==> src/rtl/heichips25_input_conditioner_if.sv <==
// Signal bundle between the pad-side driver and the input conditioner.
// The master drives raw pads and control; the slave returns conditioned levels and strobes.
interface heichips25_input_conditioner_if #(
    parameter int WIDTH = 8
);
    logic             ena;
    logic [WIDTH-1:0] pin_in;
    logic             glitch_clr;
    logic [WIDTH-1:0] clean_out;
    logic [WIDTH-1:0] rise_out;
    logic [WIDTH-1:0] fall_out;
    logic             any_edge;
    logic [7:0]       glitch_cnt;

    modport master (
        output ena,
        output pin_in,
        output glitch_clr,
        input  clean_out,
        input  rise_out,
        input  fall_out,
        input  any_edge,
        input  glitch_cnt
    );

    modport slave (
        input  ena,
        input  pin_in,
        input  glitch_clr,
        output clean_out,
        output rise_out,
        output fall_out,
        output any_edge,
        output glitch_cnt
    );
endinterface

==> src/rtl/heichips25_input_conditioner.sv <==
// Per-bit synchronizer, consecutive-sample debounce and registered edge strobes feeding ui_in.
// Define INPUT_COND_GLITCH_CNT_EN to build the saturating aborted-debounce counter on glitch_cnt.
module heichips25_input_conditioner #(
    parameter int WIDTH           = 8,
    parameter int SYNC_STAGES     = 2,
    parameter int DEBOUNCE_CYCLES = 16
) (
    input logic                          clk,
    input logic                          rst_n,
    heichips25_input_conditioner_if.slave bus
);
    localparam int              CNT_W   = (DEBOUNCE_CYCLES > 1) ? $clog2(DEBOUNCE_CYCLES) : 1;
    localparam logic [CNT_W-1:0] CNT_MAX = CNT_W'(DEBOUNCE_CYCLES - 1);

    logic [SYNC_STAGES-1:0][WIDTH-1:0] r_sync;
    logic [WIDTH-1:0]                  w_s;

    logic [WIDTH-1:0][CNT_W-1:0] r_cnt;
    logic [WIDTH-1:0][CNT_W-1:0] w_cnt_nxt;
    logic [WIDTH-1:0]            r_clean;
    logic [WIDTH-1:0]            w_clean_nxt;
    logic [WIDTH-1:0]            r_rise;
    logic [WIDTH-1:0]            w_rise_nxt;
    logic [WIDTH-1:0]            r_fall;
    logic [WIDTH-1:0]            w_fall_nxt;
    logic                        r_any;

    // Synchronizer runs regardless of ena; stage 0 takes the raw pad value.
    // NOTE: sequential state uses <= so every flop samples pre-edge values, keeping the chain a true shift register.
    always_ff @(posedge clk or negedge rst_n) begin
        if (!rst_n) begin
            r_sync <= '0;
        end else begin
            r_sync <= {r_sync[SYNC_STAGES-2:0], bus.pin_in};
        end
    end

    assign w_s = r_sync[SYNC_STAGES-1];

    // NOTE: every output of this block gets a default first, so no path can leave a latch behind.
    always_comb begin
        w_cnt_nxt   = r_cnt;
        w_clean_nxt = r_clean;
        w_rise_nxt  = '0;
        w_fall_nxt  = '0;
        for (int i = 0; i < WIDTH; i++) begin
            if (!bus.ena || (w_s[i] == r_clean[i])) begin
                w_cnt_nxt[i] = '0;
            end else if (r_cnt[i] == CNT_MAX) begin
                w_cnt_nxt[i]   = '0;
                w_clean_nxt[i] = w_s[i];
                w_rise_nxt[i]  = w_s[i];
                w_fall_nxt[i]  = ~w_s[i];
            end else begin
                w_cnt_nxt[i] = r_cnt[i] + CNT_W'(1);
            end
        end
    end

    // Strobes are registered alongside the level so they coincide with the clean_out change.
    always_ff @(posedge clk or negedge rst_n) begin
        if (!rst_n) begin
            r_cnt   <= '0;
            r_clean <= '0;
            r_rise  <= '0;
            r_fall  <= '0;
            r_any   <= 1'b0;
        end else begin
            r_cnt   <= w_cnt_nxt;
            r_clean <= w_clean_nxt;
            r_rise  <= w_rise_nxt;
            r_fall  <= w_fall_nxt;
            r_any   <= |(w_rise_nxt | w_fall_nxt);
        end
    end

    assign bus.clean_out = r_clean;
    assign bus.rise_out  = r_rise;
    assign bus.fall_out  = r_fall;
    assign bus.any_edge  = r_any;

`ifdef INPUT_COND_GLITCH_CNT_EN
    logic [WIDTH-1:0] w_abort;
    logic [15:0]      w_abort_num;
    logic [15:0]      w_glitch_sum;
    logic [7:0]       w_glitch_nxt;
    logic [7:0]       r_glitch_cnt;

    // An abort is a bit that had started counting and saw its input fall back to the clean level.
    always_comb begin
        w_abort     = '0;
        w_abort_num = '0;
        for (int i = 0; i < WIDTH; i++) begin
            w_abort[i]  = bus.ena && (w_s[i] == r_clean[i]) && (r_cnt[i] != '0);
            w_abort_num = w_abort_num + 16'(w_abort[i]);
        end
        w_glitch_sum = 16'(r_glitch_cnt) + w_abort_num;
        w_glitch_nxt = (w_glitch_sum > 16'd255) ? 8'hFF : w_glitch_sum[7:0];
    end

    always_ff @(posedge clk or negedge rst_n) begin
        if (!rst_n) begin
            r_glitch_cnt <= '0;
        end else if (bus.glitch_clr) begin
            r_glitch_cnt <= '0;
        end else begin
            r_glitch_cnt <= w_glitch_nxt;
        end
    end

    assign bus.glitch_cnt = r_glitch_cnt;
`else
    logic w_unused_glitch_clr;

    assign w_unused_glitch_clr = bus.glitch_clr;
    assign bus.glitch_cnt      = '0;
`endif

endmodule
==> src/flat_wrapper.sv <==
// flat-port wrapper written by rule: the top's interface ports become plain ports
module heichips25_input_conditioner_flat 
#(
    parameter int WIDTH           = 8,
    parameter int SYNC_STAGES     = 2,
    parameter int DEBOUNCE_CYCLES = 16
)
  (clk, rst_n, bus_ena, bus_pin_in, bus_glitch_clr, bus_clean_out, bus_rise_out, bus_fall_out, bus_any_edge, bus_glitch_cnt);
  heichips25_input_conditioner_if #(.WIDTH(WIDTH)) bus_i ();
  input logic clk;
  input logic rst_n;
  input wire logic [$bits(bus_i.ena)-1:0] bus_ena;
  input wire logic [$bits(bus_i.pin_in)-1:0] bus_pin_in;
  input wire logic [$bits(bus_i.glitch_clr)-1:0] bus_glitch_clr;
  output wire logic [$bits(bus_i.clean_out)-1:0] bus_clean_out;
  output wire logic [$bits(bus_i.rise_out)-1:0] bus_rise_out;
  output wire logic [$bits(bus_i.fall_out)-1:0] bus_fall_out;
  output wire logic [$bits(bus_i.any_edge)-1:0] bus_any_edge;
  output wire logic [$bits(bus_i.glitch_cnt)-1:0] bus_glitch_cnt;
  assign bus_i.ena = bus_ena;
  assign bus_i.pin_in = bus_pin_in;
  assign bus_i.glitch_clr = bus_glitch_clr;
  assign bus_clean_out = bus_i.clean_out;
  assign bus_rise_out = bus_i.rise_out;
  assign bus_fall_out = bus_i.fall_out;
  assign bus_any_edge = bus_i.any_edge;
  assign bus_glitch_cnt = bus_i.glitch_cnt;
  heichips25_input_conditioner #(.WIDTH(WIDTH), .SYNC_STAGES(SYNC_STAGES), .DEBOUNCE_CYCLES(DEBOUNCE_CYCLES)) u_core (.clk(clk), .rst_n(rst_n), .bus(bus_i));
endmodule
==> config.mk <==
export PLATFORM = sky130hd
export DESIGN_NAME = heichips25_input_conditioner_flat
export DESIGN_NICKNAME = d
export VERILOG_FILES = /design/src/rtl/heichips25_input_conditioner_if.sv /design/src/rtl/heichips25_input_conditioner.sv /design/src/flat_wrapper.sv
export SDC_FILE = /design/constraint.sdc
export NUM_CORES = 1
export LEC_CHECK = 0
export CAP_MARGIN = 20
export CORE_AREA = 2 2 55 109
export DETAILED_ROUTE_END_ITERATION = 6
export DIE_AREA = 0 0 57 111
export HOLD_SLACK_MARGIN = 0.1
export PLACE_DENSITY = 0.74
export SLEW_MARGIN = 10
export SYNTH_ARGS = -nofsm -noshare
export SYNTH_HDL_FRONTEND = slang
export SYNTH_SLANG_ARGS = --single-unit
==> constraint.sdc <==
create_clock -name clk -period 2 [get_ports clk]
set_input_delay 0.2 -clock clk [delete_from_list [all_inputs] [get_ports clk]]
set_output_delay 0.2 -clock clk [all_outputs]
set_load 0.005 [all_outputs]
# --- After elaboration in Yosys (flattened, before gate mapping) ---
# Index checks and enable logic that the tools add are counted.
word_totals:
  output_inout_bits: 33
  elab_cells: 128
  input_bits: 12
  ff_bits: 73
op_classes:
  eq_ne: 16
  add_sub_neg: 8
  n_reduce_logical: 18
  n_bitwise: 17
  n_mux: 48
ops:
  columns: ["operator", "n"]
  rows:
  - ["4-bit two-way mux", 16]
  - ["4-bit by 1-bit adder with 4-bit output (second input constant)", 8]
  - ["4-bit == test (second input constant)", 8]
  - ["1-bit two-way mux", 32]
  - ["1-bit NOT", 16]
  - ["2-bit AND reduction", 8]
  - ["1-bit == test", 8]
  - ["1-bit logical OR", 8]
  - ["8-bit bitwise OR", 1]
  - ["8-bit OR reduction", 1]
  - ["1-bit zero test", 1]

# --- Longest topological paths before layout ---
# Gate-level depths: netlist of run 1.
logic_depth:
  depth_word: 5
  mapped_depth: 5
  depth_no_buf: 5

# --- Worst setup path before layout of run 1 ---
# Ideal clock, no wire load.
synth_path:
  path_kind: "register to register"
  start: "register u_core.r_cnt[4] (netlist name)"
  end: "register u_core.r_any, in the netlist u_core.bus.any_edge"
  t_arrival_ps: 1459
  setup_ps: 139
  path_buffers: 0
  stages_incl_launch_ff: 6
  period_less_slack_ps: 1598
  path_slack_ps: 402
  path_cell_list: "dfrtp_1 -> ha_1 -> and3_1 -> nand3_1 -> nand4_1 -> or4_1"
synth_between:
  elab_chain_len: 5
  word_cells_on_any_way: 7
  classes_between: "eq/ne (1); mux (4); bitwise (1); reduce/logical (1)"
synth_rtl:
  columns: ["element", "line", "source"]
  rows:
  - ["from (decl)", "heichips25_input_conditioner.sv:18", "logic [WIDTH-1:0][CNT_W-1:0] r_cnt;"]
  - ["from (signal assigned)", "heichips25_input_conditioner.sv:69", "r_cnt <= w_cnt_nxt;"]
  - ["4-bit == test *", "heichips25_input_conditioner.sv:49", "end else if (r_cnt[i] == CNT_MAX) begin"]
  - ["1-bit two-way mux", "heichips25_input_conditioner.sv:49", null]
  - ["1-bit two-way mux", "heichips25_input_conditioner.sv:47", "if (!bus.ena || (w_s[i] == r_clean[i])) begin"]
  - ["8-bit bitwise OR *", "heichips25_input_conditioner.sv:73", "r_any <= |(w_rise_nxt | w_fall_nxt);"]
  - ["8-bit OR reduction *", "heichips25_input_conditioner.sv:73", null]
  - ["to (signal assigned)", "heichips25_input_conditioner.sv:73", null]
  - ["to (decl)", "heichips25_input_conditioner.sv:26", "logic r_any;"]
# Every way passes the cells marked *; elsewhere a longest branch is shown, timed or not.
# A chain may end at the register's enable or synchronous reset.

# --- Final worst setup path of run 1 ---
# Same ends and word-level chain as after synthesis.

==> run metrics, run 1 <==
Arr. time, crit path 1.97 ns; Hold Slack between 0.3 and 0.4 ns; Tot Pwr between 0.003 and 0.004 W; Initial Utilization around half; #FFs+latches synth 73; Final Core Density 62.78%; Syn Area/Cell between 10 and 15 um2; CTS tree done; Synth area leaders dfrtp_1 (66%), ha_1 (3.6%), nor2_1 (3.2%); CP Class reg -> reg; period utilisation layout between 80 and 90%; total gr overflow 0; Vert. Die Dim 111 um; hold_buf cts 1; pwr/cell area between 800 and 900 nW/um2; Syn Std Cell Area about 2800 um2; CP Max Fanout 4; number of global-route vias before repair 1844; post-DR vias/cell around 5.4; Leak Pwr 1.780 nW; Num Clock Sinks 73; YS warnings 0; Post-Route WL between 4000 and 5000 um; Sum Neg Setup Slack 0 ns; Core Rows 39; CP max-delay cell or4_1; worst-path cell chain ha_1, and3_1, nand3_1, nand4_1, or4_1; Clk pin slew, worst setup/hold paths 0.05 ns; DR WL/cell 14.03 um; max_cap viols 0; post-route ant nets 0; RSZ-0062 raised after global routing no; Clock Path Buffers 2; final setup violation count 0; Critical R2R Capture u_core.bus.any_edge; DRC 0; Post-DP HPWL 3206 um; top-area cell type share of the netlist area 65.59%; vias post-DR 1789; Max Clk Rate 563.4 MHz; Crit path depth 5; Synth Instances between 200 and 250; Synth area leader dfrtp_1; status finished, final reports clean; chip width between 50 and 60 um; Critical Path RT 2.20 ns; Worst-Margin Slew approximately 0.63 ns; number of buffers created by CTS 9; Starting DRT DRC Count between 50 and 60; critical path startpoint category flip-flop; first-pass GRT wire length roughly 7900 um; Total Routing Usage GR 16.61%; slew margin rel. between 50% and 60%; worst min path class in -> reg; largest net degree at the start of global routing 47; worst setup path endpoint u_core.bus.any_edge; worst reg-to-reg path cell count 5; layout net count about 290; Core Region 5563 um2; maximum resistive drop on vdd 0.9391 mV; RR Startpoint u_core.r_cnt[4]; Final Max Tran Viols 0; post-CTS setup buffers 0; RD Place Congestion between 0.7 and 0.8; CP startpoint u_core.r_cnt[4]; WP buf/inv 0; CP peak stage delay between 0.4 and 0.5 ns; r2r setup slk 0.22 ns; fin crit period 1.775 ns; clk_lat worst skew around 0.33 ns; H-tree depth 3; distinct cell type count after synthesis 28; share of cells above drive strength 1 ~8.8%; die area 6327 um2; Root Driver clkbuf_16; sequential area share after synthesis 65.59%; DR pass1 iterations 4; # port buffers 35; final setup skew 0.004832 ns; endpoints failing hold 0; post_cts resized 0; Worst setup EP type flip-flop; Antenna Cells 0; P&R area growth vs syn 25.38%; initial antenna violation count 0; io pins 45; Crit path max-delay family simple AND/OR/NAND/NOR gates
[logic make-up (layout without fill, tap and decap cells)]
group	after synthesis	in the layout	synth area share, %
AND/OR/NAND/NOR	73	73	13.75
XOR/XNOR	16	16	5.032
AO/OA/AOI/OAI	30	30	7.008
buffers and inverters	20	63	3.818
flip-flops	73	73	65.59
multiplexers	2	2	1.078
adder cells (fa/ha/maj)	8	8	3.594
other	1	8	0.1346
[per-layer routing]
metal | vias up | track usage [%] | wire length, um
li1 | 842 | - | -
met1 | 893 | 18.67 | 1908
met2 | 42 | 26.36 | 2427
met3 | 12 | 5.018 | 197
met4 | 0 | 11.16 | 153
met5 | - | 0 | 0
[worst min-delay path by stage]
| stage | slack, ns | start | cells after the start | to |
|---|---|---|---|---|
| floorplan | -0.1 | rst_n | 0 | u_core.bus.any_edge |
| global placement | 0.25 | rst_n | 1 | u_core.r_cnt[23] |
| detailed placement | 0.26 | rst_n | 1 | u_core.r_cnt[22] |
| CTS | 0.29 | bus_pin_in[4] | 1 | u_core.r_sync[4] |
| global route | 0.30 | bus_pin_in[6] | 1 | u_core.r_sync[6] |
| finish | 0.31 | bus_pin_in[6] | 1 | u_core.r_sync[6] |
[cell usage in the layout (no fill, tap or decap), drive strengths merged]
| master | instances |
|---|---|
| a21o | 10 |
| a21oi | 8 |
| a311oi | 4 |
| a31oi | 4 |
| and2 | 2 |
| and3 | 14 |
| buf | 3 |
| bufinv | 1 |
| clkbuf | 11 |
| clkdlybuf4s50 | 34 |
| clkinv | 3 |
| conb | 8 |
| dfrtp | 73 |
| dlygate4sd3 | 1 |
| ha | 8 |
| inv | 10 |
| mux2 | 2 |
| nand2 | 9 |
| nand3 | 8 |
| nand4 | 1 |
| nand4b | 4 |
| nor2 | 24 |
| nor3 | 6 |
| nor3b | 2 |
| o21ai | 4 |
| or2 | 2 |
| or4 | 1 |
| xnor2 | 8 |
| xor2 | 8 |
[Yosys cell counts]
library cell / number
and3_1: 12
nor3b_1: 2
inv_1: 10
nand4b_1: 4
nand2_2: 2
xnor2_1: 8
a21o_1: 10
nand2_1: 7
nand3_1: 8
and2_1: 2
ha_1: 8
o21ai_0: 4
and3_2: 2
a31oi_1: 4
buf_4: 8
dfrtp_1: 73
xor2_1: 8
or2_4: 2
a311oi_1: 4
clkbuf_1: 1
nor3_1: 6
a21oi_1: 8
nor2_1: 24
mux2_4: 2
nand4_1: 1
or4_1: 1
buf_2: 1
conb_1: 1
[area by class of cell]
type	count	area, um2
Sequential cell	73	1827
Tap cell	61	76.32
Clock inverter	4	45.04
Clock buffer	11	232.7
Fill cell	428	2071
Inverter	10	37.54
Multi-Input combinational cell	137	878.3
Timing Repair Buffer	38	395.4
[worst register-to-register path, delay by kind of cell, from the launching register on]
kind | cells | cell delay, ns
simple gates | 4 | 0.97
fa+ha+maj | 1 | 0.26
flops | 1 | 0.41
[sequential cells by signal, summed over array words and instances (netlist names)]
name                  flops
u_core.w_s                8
u_core.bus.fall_out       8
u_core.r_cnt             32
u_core.bus.rise_out       8
u_core.bus.any_edge       1
u_core.bus.clean_out      8
u_core.r_sync             8
[power breakdown]
| group | leakage, nW | internal, W | switching [W] | total (W) |
|---|---|---|---|---|
| clock network | 0.139 | 0.000951 | 0.000543 | 0.00149 |
| logic | 0.667 | 0.0000445 | 0.0000642 | 0.000109 |
| registers | 0.974 | 0.00151 | 0.0000259 | 0.00154 |
| total | 1.78 | 0.00251 | 0.000634 | 0.00314 |
[stage by stage]
step                      cells  worst slack, ns  area [um2]
after global routing        334           0.1355        3492
after detailed placement    318           0.2342        3204
after CTS                   334           0.2030        3492
final                       334           0.2250        3492
after floorplan             230           0.4022        2811
after global placement      318           0.2751        3204
(Power assumes the default switching activity.)
==> run 2, diff against run 1 <==
- ABC_AREA: default -> 1
- CORE_AREA: 2 2 55 109 -> 10 10 63 117
- DIE_AREA: 0 0 57 111 -> 0 0 73 127
- PLACE_DENSITY: 0.74 -> 0.75
==> run metrics, run 2 <==
Post-synth top flop dfrtp_1; final worst setup slack a little over 0.5 ns; Post-synth EDFFs 0; chip width around 73 um; Post-Synth Adder-Cell Area 3.510%; Core Rows 39; status finished, final reports clean; Post-Route WL between 4000 and 5000 um; Initial Utilization between 50% and 60%; most common cell in the netlist dfrtp_1; Syn Area/Cell 11.01 um2; Post-Place Cell Area around 3300 um2; Critical Path RT ~1.8 ns; Total Routing Usage GR between 10% and 20%; fin crit period approximately 1.5 ns; NetSw ~0.00060 W; largest net degree at the start of global routing 74; DRC 0; layout net count 326; CTS tree done; pwr/cell area ~850 nW/um2; CP Max Fanout 3; Hold Slack 0.3158 ns; dpl ws roughly 0.56 ns; maximum resistive drop on vdd approximately 0.86 mV; Clk pin slew, worst setup/hold paths approximately 0.05 ns; critical path startpoint category flip-flop; CP max-delay cell clkdlybuf4s50_1; post-DR vias/cell ~5; final setup violation count 0; RSZ-0062 raised after global routing no; Num Clock Sinks 73; post-synthesis simple-gate area fraction between 10% and 20%; final instance area between 3000 and 4000 um2; Antenna Cells 0; compound-cell area share of the yosys netlist under 10%; Synth area leader dfrtp_1; worst reg-to-reg path cell count 7; Arr. time, crit path roughly 1.3 ns; Crit path depth 1; number of global-route vias before repair roughly 2000; endpoints failing hold 0; io pins 45; DR WL/cell roughly 13 um; post-route ant nets 0; Max Clk Rate approximately 680 MHz; Critical R2R Capture u_core.bus.clean_out[5]; P&R area growth vs syn 23.48%; XOR/XNOR share of the synthesized area under 10%; Sw Ratio around a fifth; Most flops, register u_core.r_cnt; clk_lat worst skew roughly 0.32 ns; commonest non-fill, non-tap cells in the layout dfrtp_1 (73), nor2_1 (34), clkdlybuf4s50_1 (34); # port buffers 35; r2r setup slk about 0.73 ns; most common cell after layout, fill and taps aside dfrtp_1; total gr overflow 0; final setup skew 0.004607 ns; sequential share of power 51.1%; largest family of logic cells by synthesized area simple AND/OR/NAND/NOR gates; Final Max Tran Viols 0; Syn Std Cell Area 2851 um2; Crit path max-delay family buffers and inverters; die area 9271 um2; period utilisation layout 74.02%; CP peak stage delay roughly 0.54 ns; WP buf/inv 1; clock network fraction of total power a little under half; Post-DP HPWL 3617 um; Root Driver clkbuf_16; Vert. Die Dim approximately 130 um; RR Startpoint u_core.r_cnt[20]; CP Class reg -> out; worst-path cell chain clkdlybuf4s50_1; Logic pwr share 3.7%; vias post-DR 1824; Worst setup EP type output pin; Leak Pwr ~1.7 nW; #FFs+latches synth between 70 and 80; mux cell area share after synthesis 0%; first-pass GRT wire length 8776 um; Synth area leaders dfrtp_1 (64%), nor2_1 (4.5%), inv_1 (4.2%); sequential area share after synthesis between 60% and 70%; max_cap viols 0; WHS Path Cells 1; worst setup path endpoint bus_clean_out[7]; max FFs per register 32; post_cts resized 0; top-area cell type share of the netlist area 64.06%; YS warnings 0; synth cell count leaders dfrtp_1 (73), nor2_1 (34), inv_1 (32), nand2_1 (31), nor3_1 (16); P_int ~0.0024 W; H-tree depth 3; Clock Path Buffers 2; RD Place Congestion about 0.74; share of cells above drive strength 1 between 10% and 20%; Core Region between 5000 and 6000 um2; DR pass1 iterations 4; Starting DRT DRC Count about 130; distinct cell type count after synthesis 18; Synth Instances roughly 260; initial antenna violation count 0; number of buffers created by CTS 9; CP startpoint u_core.bus.clean_out[7]; fraction of registers with async set/reset 100.0%; Sum Neg Setup Slack 0 ns; worst min path class in -> reg
## run 2: changes by cell type after synthesis, moves of 6 or more
cell	change
nand3_2	+8
a21o_1	-10
and3_1	-12
nor3b_1	+6
nor2_2	+7
nand2_1	+24
inv_1	+22
a21oi_2	+7
nor3_1	+10
xnor2_1	-8
nor2_1	+10
## run 2: cell type report
cell class,instances,area [um2]
Clock inverter,1,5.005
Inverter,33,123.9
Clock buffer,12,246.5
Multi-Input combinational cell,152,867.1
Timing Repair Buffer,37,375.4
Sequential cell,73,1827
Tap cell,61,76.32
Fill cell,464,2042
## run 2: power by group through the flow
| stage | Combinational (W) | Sequential (W) | Clock, W |
|---|---|---|---|
| floorplan | 0.0000598 | 0.00155 | 0 |
| global placement | 0.000107 | 0.00155 | 0 |
| detailed placement | 0.000111 | 0.00156 | 0 |
| CTS | 0.000114 | 0.00153 | 0.00141 |
| global route | 0.000130 | 0.00154 | 0.00146 |
| finish | 0.000111 | 0.00153 | 0.00136 |
## run 2: logic make-up after synthesis
family | Yosys count
DFF | 73
AOI/OAI and AO/OA | 15
adders and majority gates | 8
and+or+nand+nor | 113
other | 1
xor gates and xnor gates | 8
buffers and inverters | 41
## run 2: metrics by stage
stage / std cells / util (%) / power (W)
final: 369 / 63.29 / 0.003001
after detailed placement: 355 / 58.59 / 0.001669
after global routing: 369 / 63.29 / 0.003123
after CTS: 369 / 63.29 / 0.003055
after global placement: 355 / 58.59 / 0.001661
after floorplan: 266 / - / 0.001612
## run 2: repair_timing
action | in CTS | in global routing
buffers inserted | 0 | 0
hold buffers | 1 | 0
endpoints found under the hold margin | 73 | 0
endpoints found under the setup margin | 0 | 0
## run 2: worst min-delay path by stage
stage | startpoint | endpoint | slack (ns)
after floorplan | rst_n | u_core.bus.any_edge | -0.1
after detailed placement | rst_n | u_core.r_cnt[19] | 0.26
after global placement | rst_n | u_core.bus.clean_out[4] | 0.25
final | bus_pin_in[6] | u_core.r_sync[6] | 0.32
after CTS | bus_pin_in[2] | u_core.r_sync[2] | 0.30
after global routing | bus_pin_in[2] | u_core.r_sync[2] | 0.30
## run 2: per-layer routing
layer / track usage (%) / vias up / routed length, um
li1: - / 895 / -
met5: 0 / - / 0
met2: 20.13 / 34 / 2647
met4: 7.303 / 0 / 126
met3: 5.039 / 9 / 347
met1: 12.00 / 886 / 1834
==> run 3, diff against run 2 <==
- CORE_AREA: 10 10 63 117 -> 10 10 67 124
- DIE_AREA: 0 0 73 127 -> 0 0 77 134
- PLACE_DENSITY: 0.75 -> 0.7
- clock period: 2 -> 1.3 ns (I/O delays scaled with it)
==> run metrics, run 3 (synthesis gave the netlist of run 2 again) <==
DRC 0; worst-path cell chain clkdlybuf4s50_1; NetSw approximately 0.00097 W; Initial Utilization 45.19%; P_int a little over 0.004 W; CP startpoint u_core.bus.fall_out[7]; GR peak layer met2; layout net count 336; clk_lat worst skew 0.33 ns; DR pass1 iterations 4; max FFs per register 32; sequential share of power a little under half; Post-DP HPWL 3535 um; GRT met3 Usage 4.351%; beginning of the worst hold path bus_pin_in[2]; period utilisation layout roughly 97%; CP Class reg -> out; Total Routing Usage GR 10.61%; WP buf/inv 1; initial antenna violation count 0; status finished, final reports clean; placed cell count 380; GR Util met2 between 10% and 20%; RD Place Congestion 0.7088; first-pass GRT wire length 8769 um; Sw Ratio a little under a fifth; Logic pwr share approximately 3.5%; dpl ws -0.08077 ns; Crit path max-delay family buffers and inverters; endpoints failing hold 0; Max Clk Rate about 790 MHz; vias post-DR 1879; final worst setup slack between 0.03 and 0.04 ns; DR WL/cell between 10 and 15 um; final instance area 3791 um2; total gr overflow 0; Critical Path RT 1.17 ns; fin crit period approximately 1.3 ns; most common cell after layout, fill and taps aside dfrtp_1; H-tree depth 3; worst min path class in -> reg; Tot Pwr roughly 0.005 W; clock network fraction of total power around half; CTS tree done; Vert. Die Dim about 130 um; Clk pin slew, worst setup/hold paths about 0.05 ns; largest net degree at the start of global routing between 70 and 80; RR Startpoint u_core.r_cnt[4]; met1 Use GR around 10%; io pins 45; Final Core Density 60.08%; share of cells above drive strength 1 around a fifth; chip width between 70 and 80 um; Post-Route WL roughly 5000 um; CP peak stage delay around 0.49 ns; non-filler cells, final between 400 and 500; maximum resistive drop on vdd around 1.4 mV; Num Clock Sinks 73; CP max-delay cell clkdlybuf4s50_1; final setup skew 0.004257 ns; Core Rows 41; Leak Pwr 1.968 nW; P&R area growth vs syn 32.95%; # port buffers 35; max_cap viols 0; commonest non-fill, non-tap cells in the layout dfrtp_1 (73), inv_1 (32), nor2_1 (27); Clock Path Buffers 2; Antenna Cells 0; Final Max Tran Viols 0; post-DR vias/cell between 4 and 5; Core Region 6310 um2; Most flops, register u_core.r_cnt; Arr. time, crit path around 1.1 ns; Root Driver clkbuf_16; Worst setup EP type output pin; Post-Place Cell Area approximately 3300 um2; pwr/cell area about 1300 nW/um2; number of buffers created by CTS 9; CP Max Fanout 1; die area around 10000 um2; Starting DRT DRC Count 96; final setup violation count 0; post-route ant nets 0; critical path startpoint category flip-flop; number of global-route vias before repair 2040
-- run 3: repair_timing --
| action | CTS | global route |
|---|---|---|
| endpoints found under the hold margin | 73 | 0 |
| buffers inserted | 6 | 4 |
| gates cloned | 0 | 0 |
| pin swaps | 0 | 3 |
| resized for setup | 14 | 33 |
| hold buffers | 1 | 0 |
| setup endpoints to repair | 14 | 21 |
-- run 3: layout make-up --
cell class | count | area [um2]
Clock buffer | 15 | 297.8
Clock inverter | 1 | 30.03
Fill cell | 524 | 2519
Inverter | 33 | 123.9
Multi-Input combinational cell | 152 | 947.2
Sequential cell | 73 | 1827
Tap cell | 86 | 107.6
Timing Repair Buffer | 47 | 457.9
-- run 3: worst paths after layout --
kind | end | slack, ns | cells past startpoint
min in group asynchronous | u_core.r_cnt[28] | 0.36 | 3
max in group asynchronous | u_core.r_cnt[7] | 0.65 | 3
hold reg to reg | u_core.w_s[0] | 0.35 | 0
setup reg to reg | u_core.bus.any_edge | 0.08 | 7
hold / removal | u_core.r_sync[2] | 0.24 | 1
setup / recovery | bus_fall_out[7] | 0.04 | 1
-- run 3: power groups by stage --
stage               sequential, W  clock (W)  combinational [W]
global placement          0.00239          0           0.000165
CTS                       0.00236    0.00265           0.000173
floorplan                 0.00239          0          0.0000920
detailed placement        0.00240          0           0.000170
global route              0.00236    0.00273           0.000210
finish                    0.00236    0.00257           0.000180
-- run 3: metrics by stage --
stage / hold WS, ns / TNS [ns]
6_report: 0.2389 / 0
5_1_grt: 0.2320 / -0.01152
4_1_cts: 0.2245 / 0
3_5_place_dp: 0.1841 / -0.7027
3_3_place_gp: 0.1808 / -0.2714
2_1_floorplan: -0.1656 / 0
-- run 3: worst register-to-register path, cell delays in order, from the launching register on --
cell	delay, ns
dfrtp_1	0.39
ha_1	0.22
nand2_1	0.13
nor2_4	0.05
nand3_2	0.11
nand2_1	0.06
nor2_1	0.09
nand2_1	0.06
-- run 3: routing by layer --
| layer | wire length [um] | vias up |
|---|---|---|
| li1 | - | 924 |
| met1 | 1907 | 905 |
| met2 | 2696 | 41 |
| met3 | 264 | 9 |
| met4 | 142 | 0 |
| met5 | 0 | - |
